### src/rtl/io_write_port_buffer_if.sv
// Write-port side and consumer side of one I/O write port buffer.
// The buffer connects through the slave modport; whatever drives it connects through master.
interface io_write_port_buffer_if #(
    parameter int WORD_WIDTH = 36,
    parameter int PTR_WIDTH  = 3
);
    logic                  active_in;
    logic [WORD_WIDTH-1:0] data_in;
    logic                  empty_full;
    logic [WORD_WIDTH-1:0] out_data;
    logic                  out_valid;
    logic                  out_ready;
    logic [PTR_WIDTH:0]    count;
    logic                  overflow;
    logic                  overflow_clear;

    modport slave (
        input  active_in, data_in, out_ready, overflow_clear,
        output empty_full, out_data, out_valid, count, overflow
    );

    modport master (
        output active_in, data_in, out_ready, overflow_clear,
        input  empty_full, out_data, out_valid, count, overflow
    );
endinterface

### src/rtl/io_write_port_buffer.sv
// Elastic FIFO for one I/O write port: a RAM of DEPTH-1 words in front of an output register,
// with a valid/ready consumer side and a registered EmptyFull status back to the write stage.
module io_write_port_buffer #(
    parameter int WORD_WIDTH = 36,
    parameter int DEPTH      = 8,
    parameter int PTR_WIDTH  = 3,
    parameter int HEADROOM   = 1
) (
    input  logic                  clock,
    input  logic                  reset_n,
    io_write_port_buffer_if.slave port
);
    localparam logic [PTR_WIDTH-1:0] LAST_IDX  = PTR_WIDTH'(DEPTH - 2);
    localparam logic [PTR_WIDTH:0]   DEPTH_C   = (PTR_WIDTH+1)'(DEPTH);
    localparam logic [PTR_WIDTH:0]   FULL_MARK = (PTR_WIDTH+1)'(DEPTH - HEADROOM);

    logic [WORD_WIDTH-1:0] ram_mem [0:DEPTH-2];

    logic [PTR_WIDTH-1:0]  wr_ptr_reg, wr_ptr_next;
    logic [PTR_WIDTH-1:0]  rd_ptr_reg, rd_ptr_next;
    logic [PTR_WIDTH:0]    count_reg, count_next;
    logic [WORD_WIDTH-1:0] out_data_reg, out_data_next;
    logic                  out_valid_reg, out_valid_next;
    logic                  empty_full_reg, empty_full_next;
    logic                  overflow_reg, overflow_next;

    logic                  push, pop, ram_we, ram_load, ram_empty;
    logic [PTR_WIDTH:0]    ram_count;

    // Pointers wrap at the last RAM slot rather than rolling over, since the RAM holds DEPTH-1 words.
    function automatic logic [PTR_WIDTH-1:0] next_ptr(input logic [PTR_WIDTH-1:0] p);
        return (p == LAST_IDX) ? '0 : p + PTR_WIDTH'(1);
    endfunction

    always_comb begin
        pop             = out_valid_reg & port.out_ready;
        push            = port.active_in & ((count_reg < DEPTH_C) | pop);
        ram_count       = count_reg - {{PTR_WIDTH{1'b0}}, out_valid_reg};
        ram_empty       = (ram_count == '0);

        ram_we          = 1'b0;
        ram_load        = 1'b0;
        out_data_next   = out_data_reg;
        out_valid_next  = out_valid_reg;
        wr_ptr_next     = wr_ptr_reg;
        rd_ptr_next     = rd_ptr_reg;

        if (!out_valid_reg) begin
            if (push) begin
                out_data_next  = port.data_in;
                out_valid_next = 1'b1;
            end
        end else if (pop) begin
            if (!ram_empty) begin
                // When full, the write and read slots coincide; the load still sees the old word.
                ram_load    = 1'b1;
                rd_ptr_next = next_ptr(rd_ptr_reg);
                ram_we      = push;
            end else if (push) begin
                out_data_next = port.data_in;
            end else begin
                out_valid_next = 1'b0;
            end
        end else begin
            ram_we = push;
        end

        if (ram_we) begin
            wr_ptr_next = next_ptr(wr_ptr_reg);
        end

        count_next      = count_reg + (PTR_WIDTH+1)'(push) - (PTR_WIDTH+1)'(pop);
        empty_full_next = (count_next >= FULL_MARK);

        overflow_next = overflow_reg;
        if (port.overflow_clear) begin
            overflow_next = 1'b0;
        end else if (port.active_in && !push) begin
            overflow_next = 1'b1;
        end
    end

    always_ff @(posedge clock) begin
        if (ram_we) begin
            ram_mem[wr_ptr_reg] <= port.data_in;
        end
    end

    always_ff @(posedge clock or negedge reset_n) begin
        if (!reset_n) begin
            wr_ptr_reg     <= '0;
            rd_ptr_reg     <= '0;
            count_reg      <= '0;
            out_data_reg   <= '0;
            out_valid_reg  <= 1'b0;
            empty_full_reg <= 1'b0;
            overflow_reg   <= 1'b0;
        end else begin
            wr_ptr_reg     <= wr_ptr_next;
            rd_ptr_reg     <= rd_ptr_next;
            count_reg      <= count_next;
            out_data_reg   <= ram_load ? ram_mem[rd_ptr_reg] : out_data_next;
            out_valid_reg  <= out_valid_next;
            empty_full_reg <= empty_full_next;
            overflow_reg   <= overflow_next;
        end
    end

    assign port.out_data   = out_data_reg;
    assign port.out_valid  = out_valid_reg;
    assign port.count      = count_reg;
    assign port.empty_full = empty_full_reg;
    assign port.overflow   = overflow_reg;
endmodule
### src/flat_wrapper.sv
// flat-port wrapper written by rule: the top's interface ports become plain ports
module io_write_port_buffer_flat 
#(
    parameter int WORD_WIDTH = 36,
    parameter int DEPTH      = 8,
    parameter int PTR_WIDTH  = 3,
    parameter int HEADROOM   = 1
)
  (clock, reset_n, port_active_in, port_data_in, port_out_ready, port_overflow_clear, port_empty_full, port_out_data, port_out_valid, port_count, port_overflow);
  io_write_port_buffer_if #(.WORD_WIDTH(WORD_WIDTH), .PTR_WIDTH(PTR_WIDTH)) port_i ();
  input  logic clock;
  input  logic reset_n;
  input wire logic [$bits(port_i.active_in)-1:0] port_active_in;
  input wire logic [$bits(port_i.data_in)-1:0] port_data_in;
  input wire logic [$bits(port_i.out_ready)-1:0] port_out_ready;
  input wire logic [$bits(port_i.overflow_clear)-1:0] port_overflow_clear;
  output wire logic [$bits(port_i.empty_full)-1:0] port_empty_full;
  output wire logic [$bits(port_i.out_data)-1:0] port_out_data;
  output wire logic [$bits(port_i.out_valid)-1:0] port_out_valid;
  output wire logic [$bits(port_i.count)-1:0] port_count;
  output wire logic [$bits(port_i.overflow)-1:0] port_overflow;
  assign port_i.active_in = port_active_in;
  assign port_i.data_in = port_data_in;
  assign port_i.out_ready = port_out_ready;
  assign port_i.overflow_clear = port_overflow_clear;
  assign port_empty_full = port_i.empty_full;
  assign port_out_data = port_i.out_data;
  assign port_out_valid = port_i.out_valid;
  assign port_count = port_i.count;
  assign port_overflow = port_i.overflow;
  io_write_port_buffer #(.WORD_WIDTH(WORD_WIDTH), .DEPTH(DEPTH), .PTR_WIDTH(PTR_WIDTH), .HEADROOM(HEADROOM)) u_core (.clock(clock), .reset_n(reset_n), .port(port_i));
endmodule
### config.mk
export PLATFORM = sky130hd
export DESIGN_NAME = io_write_port_buffer_flat
export DESIGN_NICKNAME = d
export VERILOG_FILES = /design/src/rtl/io_write_port_buffer_if.sv /design/src/rtl/io_write_port_buffer.sv /design/src/flat_wrapper.sv
export SDC_FILE = /design/constraint.sdc
export NUM_CORES = 1
export LEC_CHECK = 0
export CAP_MARGIN = 30
export CORE_UTILIZATION = 52
export DETAILED_ROUTE_END_ITERATION = 6
export PLACE_DENSITY = 0.72
export SLEW_MARGIN = 25
export SYNTH_ARGS = -nofsm -noshare
export SYNTH_HDL_FRONTEND = slang
export SYNTH_SLANG_ARGS = --single-unit
### constraint.sdc
create_clock -name clock -period 6.1 [get_ports clock]
set_input_delay 1.22 -clock clock [delete_from_list [all_inputs] [get_ports clock]]
set_output_delay 1.22 -clock clock [all_outputs]
set_load 0.05 [all_outputs]
==> Word level (Yosys, flattened, before mapping) <==
Memory sizes are Yosys's and may differ from the RTL's.
Index checks and enable logic that the tools add are counted.
{ "totals": {"register_bits": 49, "ram_bits": 252, "romBits": 0, "n_memories": 1, "latchBits": 0} }
{ "op_classes": {"multipliers": 0, "add_sub_neg": 5, "n_reduce_logical": 6, "n_shift": 0, "n_div": 0, "eq_ne": 4, "bitwise_logic": 4, "mux": 21, "n_lt_le_gt_ge": 2} }
{ "memory_table": {"columns": ["name", "words", "width", "read_ports", "rd_ports_with_merged_regs", "write_ports", "line", "text"], "rows": [
  ["u_core.ram_mem", 7, 36, 1, 0, 1, "io_write_port_buffer.sv:17", "logic [WORD_WIDTH-1:0] ram_mem [0:DEPTH-2];"]
]} }
{ "ops": {"columns": ["operator", "count"], "rows": [
  ["36-bit 2-to-1 mux", 5],
  ["1-bit 2-to-1 mux", 14],
  ["4-bit by 1-bit subtractor with 4-bit output", 2],
  ["3-bit by 1-bit adder with 3-bit output (second input constant)", 2],
  ["3-bit == test (second input constant)", 2],
  ["3-bit 2-to-1 mux", 2],
  ["3-bit inequality test (second input constant)", 2],
  ["4-bit by 1-bit adder with 4-bit output", 1],
  ["4-bit by 3-bit >= comparator with 1-bit output (second input constant)", 1],
  ["4-bit zero test", 1],
  ["4-bit < comparator (second input constant)", 1],
  ["3-bit AND reduction", 1],
  ["1-bit AND", 2],
  ["2-bit AND reduction", 1],
  ["2-bit nonzero test", 1],
  ["1-bit logical AND", 1],
  ["1-bit zero test", 1],
  ["1-bit inverter", 1],
  ["1-bit OR", 1]
]} }

==> Longest topological paths before layout <==
{ "logic_depth": {"depth_word": 8, "mapped_depth": 9, "ltp_nobuf": 9} }

==> Least setup slack after synthesis <==
Ideal clock, no wire load.
{ "synth_timing": {"path_type": "input to register", "from": "input port_active_in", "to": "memory u_core.ram_mem[4][0] (enable)", "n_path_buf": 1, "stages": 4, "required_ns": 5.703, "t_arrival_ns": 2.845, "slack_ns": 2.858, "path_cell_list": "buf_2 o211ai_1 nor3_1 and3b_1"} }
{ "synth_via": {"elab_chain_len": 6} }
{ "synth_rtl": {"columns": ["item", "line", "text"], "rows": [
  ["start, declared", "flat_wrapper.sv:13", "input wire logic [$bits(port_i.active_in)-1:0] port_active_in;"],
  ["1-bit AND *", "io_write_port_buffer.sv:37", "push = port.active_in & ((count_reg < DEPTH_C) | pop);"],
  ["1-bit 2-to-1 mux", "io_write_port_buffer.sv:54", "if (!ram_empty) begin"],
  ["1-bit 2-to-1 mux *", "io_write_port_buffer.sv:53", "end else if (pop) begin"],
  ["1-bit 2-to-1 mux *", "io_write_port_buffer.sv:48", "if (!out_valid_reg) begin"],
  ["1-bit 2-to-1 mux *", "io_write_port_buffer.sv:84", "if (ram_we) begin"],
  ["1-bit 2-to-1 mux (not written as such) *", "io_write_port_buffer.sv:85", "ram_mem[wr_ptr_reg] <= port.data_in;"],
  ["end, declared", "io_write_port_buffer.sv:17", null]
]} }
Every way passes the cells marked *; elsewhere a longest branch is shown, timed or not.

==> Final worst setup path <==
{ "layout_timing": {"from": "register u_core.count_reg[3], in the netlist u_core.port.count[3]", "to": "output port_count[3]"} }
{ "layout_lines": {"columns": ["item", "line", "text"], "rows": [
  ["start, declared", "io_write_port_buffer.sv:21", "logic [PTR_WIDTH:0] count_reg, count_next;"],
  ["start signal, assigned", "io_write_port_buffer.sv:101", "count_reg <= count_next;"],
  ["end, declared", "flat_wrapper.sv:20", "output wire logic [$bits(port_i.count)-1:0] port_count;"]
]} }
No word-level cell between the ends.

==> results.toml <==
[clock_network]
cts_root_buf = "clkbuf_16"
post_cts.repair.setup_buffers = 0
cts_made_buffers = 29
cts_tree = "done"
cts.repair.resized = 0
htree_levels = 1
numClockSinks = 301
cts_hold_buf = 0
clk-insertion-delay-late_ps = 540
cts.clk_slew.worst_paths_ps = 60
clock_path_buffers = 3

[synth]
syn_area_um2 = 11960
netlist-cell-type-count = 44
synth_area_per_cell_um2 = 16.01
yosysTopAreaCell = "edfxtp_1"
synth_top_area_share_pct = 63.26
synth_edf_count = 252
synth_cells = 747
yosys-top-cells-area = "edfxtp_1, dfrtp_1, mux2i_1"
syn-num-nets = 795
synth.most_common_cell = "edfxtp_1"
yosys_register_bits = 301
yosysSeqAreaShare_pct = 73.51
synthArstFlopShare_pct = 16.28
yosys_warnings = 0
ys_top_cells_by_count = "edfxtp_1, mux2i_1, dfrtp_1"
yosys_most_used_dff = "edfxtp_1"

[grt]
grt_usage_pct = 20.61
grt_max_degree = 56
grt_pass1_vias = 6934
antenna_found_initial = 0
grt_overflow = 0
grt_pass1_wl_um = 37730

[power]
clock_power_share_pct = 43.4
vdd_drop_max_mv = 0.2061
pwr_density_cell_nw_per_um2 = 288.7
p_seq_share_pct = 55.0
p_leak_uw = 0.004618
comb_power_share_pct = 1.6
p_total_uw = 4056
swShare_pct = 19.21
p_int_uw = 3277
p_sw_uw = 779.2

[die]
die_area_um2 = 23620
rows = 55
start_util_pct = 53.00
die_width_um = 153.7
die_y_um = 153.7
ios = 84
fp.coreArea_um2 = 22570

[timing]
drv_slew = 0
hold_viol = 0
final.setup_skew_ps = 14.90
setup_viol = 0
tightest_slew_ps = 942.0
relSlewSlack_pct = 37.20
fin_tns_setup_ps = 0
max_freq_mhz = 313.3
layout_min_cycle_time_ps = 3192
grt_setup_unrepaired = "false"
finalCritPeriodShare_pct = 52.33

[worst_setup_path]
worst_ep_required_time_ps = 4880
setup.worst_path.start_class = "register"
r2r_slack_ps = 3230
crit_path_end = "port_count[3]"
r2r-start = "u_core.port.out_valid$_DFF_PN0_"
crit_type = "reg2out"
cp-startpoint = "u_core.port.count[3]$_DFF_PN0_"
path_cells = "clkdlybuf4s50_1"
critPathMaxFanout = 11
r2r_end = "u_core.ram_mem[6][12]$_DFFE_PP_"
cp_slowest_cell = "clkdlybuf4s50_1"
rr_worst_depth = 6
slowest_delay_ps = 880
crit_cells = 1
end_kind = "primary output"
critical_path.top_delay_family = "buffers and inverters"
arrival_ps = 1970
cp.buffers_inverters = 1

[detailed_routing]
drt-total-wl_um = 23950
remaining_drc_errors = 0
detail-route-antenna-nets = 0
vias = 6670
drtIter0Drc = 489
firstDrtPassIters = 5
avgRoutedWirePerCell_um = 21.09
viasPerCell = 5.871

[cells_and_area]
largest_reg_flops = 252
num_antenna_cells = 0
areaGrowthSynthToFinish_pct = 17.46
multi_input_area_um2 = 2880
nFillCells = 1604
seq_area_um2 = 8798
fin_util_pct = 62.25
drive_gt1_share_pct = 10.81
fin_nets = 877

[placement]
dp.final_hpwl_um = 13240
gp_congestion = 0.7943
numPortBuffers = 83

[min_path]
min_path_type = "reg2reg"

[job]
drv_cap = 0

[outcome]
status = "completed"
-- cell families after synthesis --
logic type      count (synthesis)  synth area share [%]
simple gates                  101                 3.828
xor+xnor                        4                0.2929
mux                           112                 9.403
compound gates                168                 9.518
fa+ha+maj                       7                0.7949
flops                         301                 73.51
buf+inv                        54                 2.657
-- stage by stage --
| stage | area, µm² | hold WS, ps | std cells | worst slack (ps) |
|---|---|---|---|---|
| after global routing | 14050 | 522.4 | 1136 | 2791 |
| after global placement | 12940 | 494.2 | 1076 | 2314 |
| after detailed placement | 13030 | 500.8 | 1080 | 2251 |
| final | 14050 | 505.7 | 1136 | 2908 |
| after CTS | 13970 | 515.1 | 1133 | 2803 |
| after floorplan | 11960 | 542.2 | 747 | 2858 |
-- worst min path at each step --
stage	startpoint	endpoint	slack, ps	cells after the start
final	u_core.port.out_data[16]$_DFFE_PN0P_	u_core.port.out_data[16]$_DFFE_PN0P_	510	1
after CTS	u_core.port.out_data[3]$_DFFE_PN0P_	u_core.port.out_data[3]$_DFFE_PN0P_	520	1
after detailed placement	u_core.port.out_data[3]$_DFFE_PN0P_	u_core.port.out_data[3]$_DFFE_PN0P_	500	1
after global routing	u_core.port.out_data[16]$_DFFE_PN0P_	u_core.port.out_data[16]$_DFFE_PN0P_	520	1
after global placement	u_core.port.out_data[19]$_DFFE_PN0P_	u_core.port.out_data[19]$_DFFE_PN0P_	490	1
after floorplan	u_core.wr_ptr_reg[0]$_DFFE_PN0P_	u_core.wr_ptr_reg[1]$_DFFE_PN0P_	540	1
-- power groups by stage --
stage | combinational (µW) | clock (µW) | sequential [µW]
final | 66.7 | 1760 | 2230
after global placement | 63.0 | 0 | 2270
after CTS | 67.1 | 1780 | 2230
after floorplan | 3.49 | 0 | 2280
after global routing | 72.5 | 1870 | 2230
after detailed placement | 67.0 | 0 | 2270
-- per-layer routing --
layer / global-route usage, % / vias to the layer above / wire length [µm]
li1: - / 3070 / -
met1: 28.42 / 3391 / 10420
met2: 34.35 / 187 / 12000
met4: 5.286 / 0 / 316
met5: 0 / - / 0
met3: 3.326 / 22 / 1213
-- cell usage in the layout (no fill, tap or decap), types with 3 or more instances in the layout --
cell             count
a21oi_1             43
a221o_1             30
a221o_2              6
buf_16               5
buf_4                6
bufinv_16            3
clkbuf_1             5
clkbuf_16           29
clkdlybuf4s50_1     82
clkinv_2            12
dfrtp_1             47
edfxtp_1           252
ha_1                 6
inv_1                9
mux2_2               3
mux2i_1            109
nand2_1             41
nor2_1              41
o21ai_0             37
o22ai_1             36
-- final cells by class --
type	instances	share of cell area (%)
tap	285	2.538
inverter	9	0.2404
multi-input combinational	392	20.50
clock buffer	36	5.494
timing repair buffer	96	7.462
clock inverter	17	1.149
sequential	301	62.62
Power figures use the tool's default switching activity.
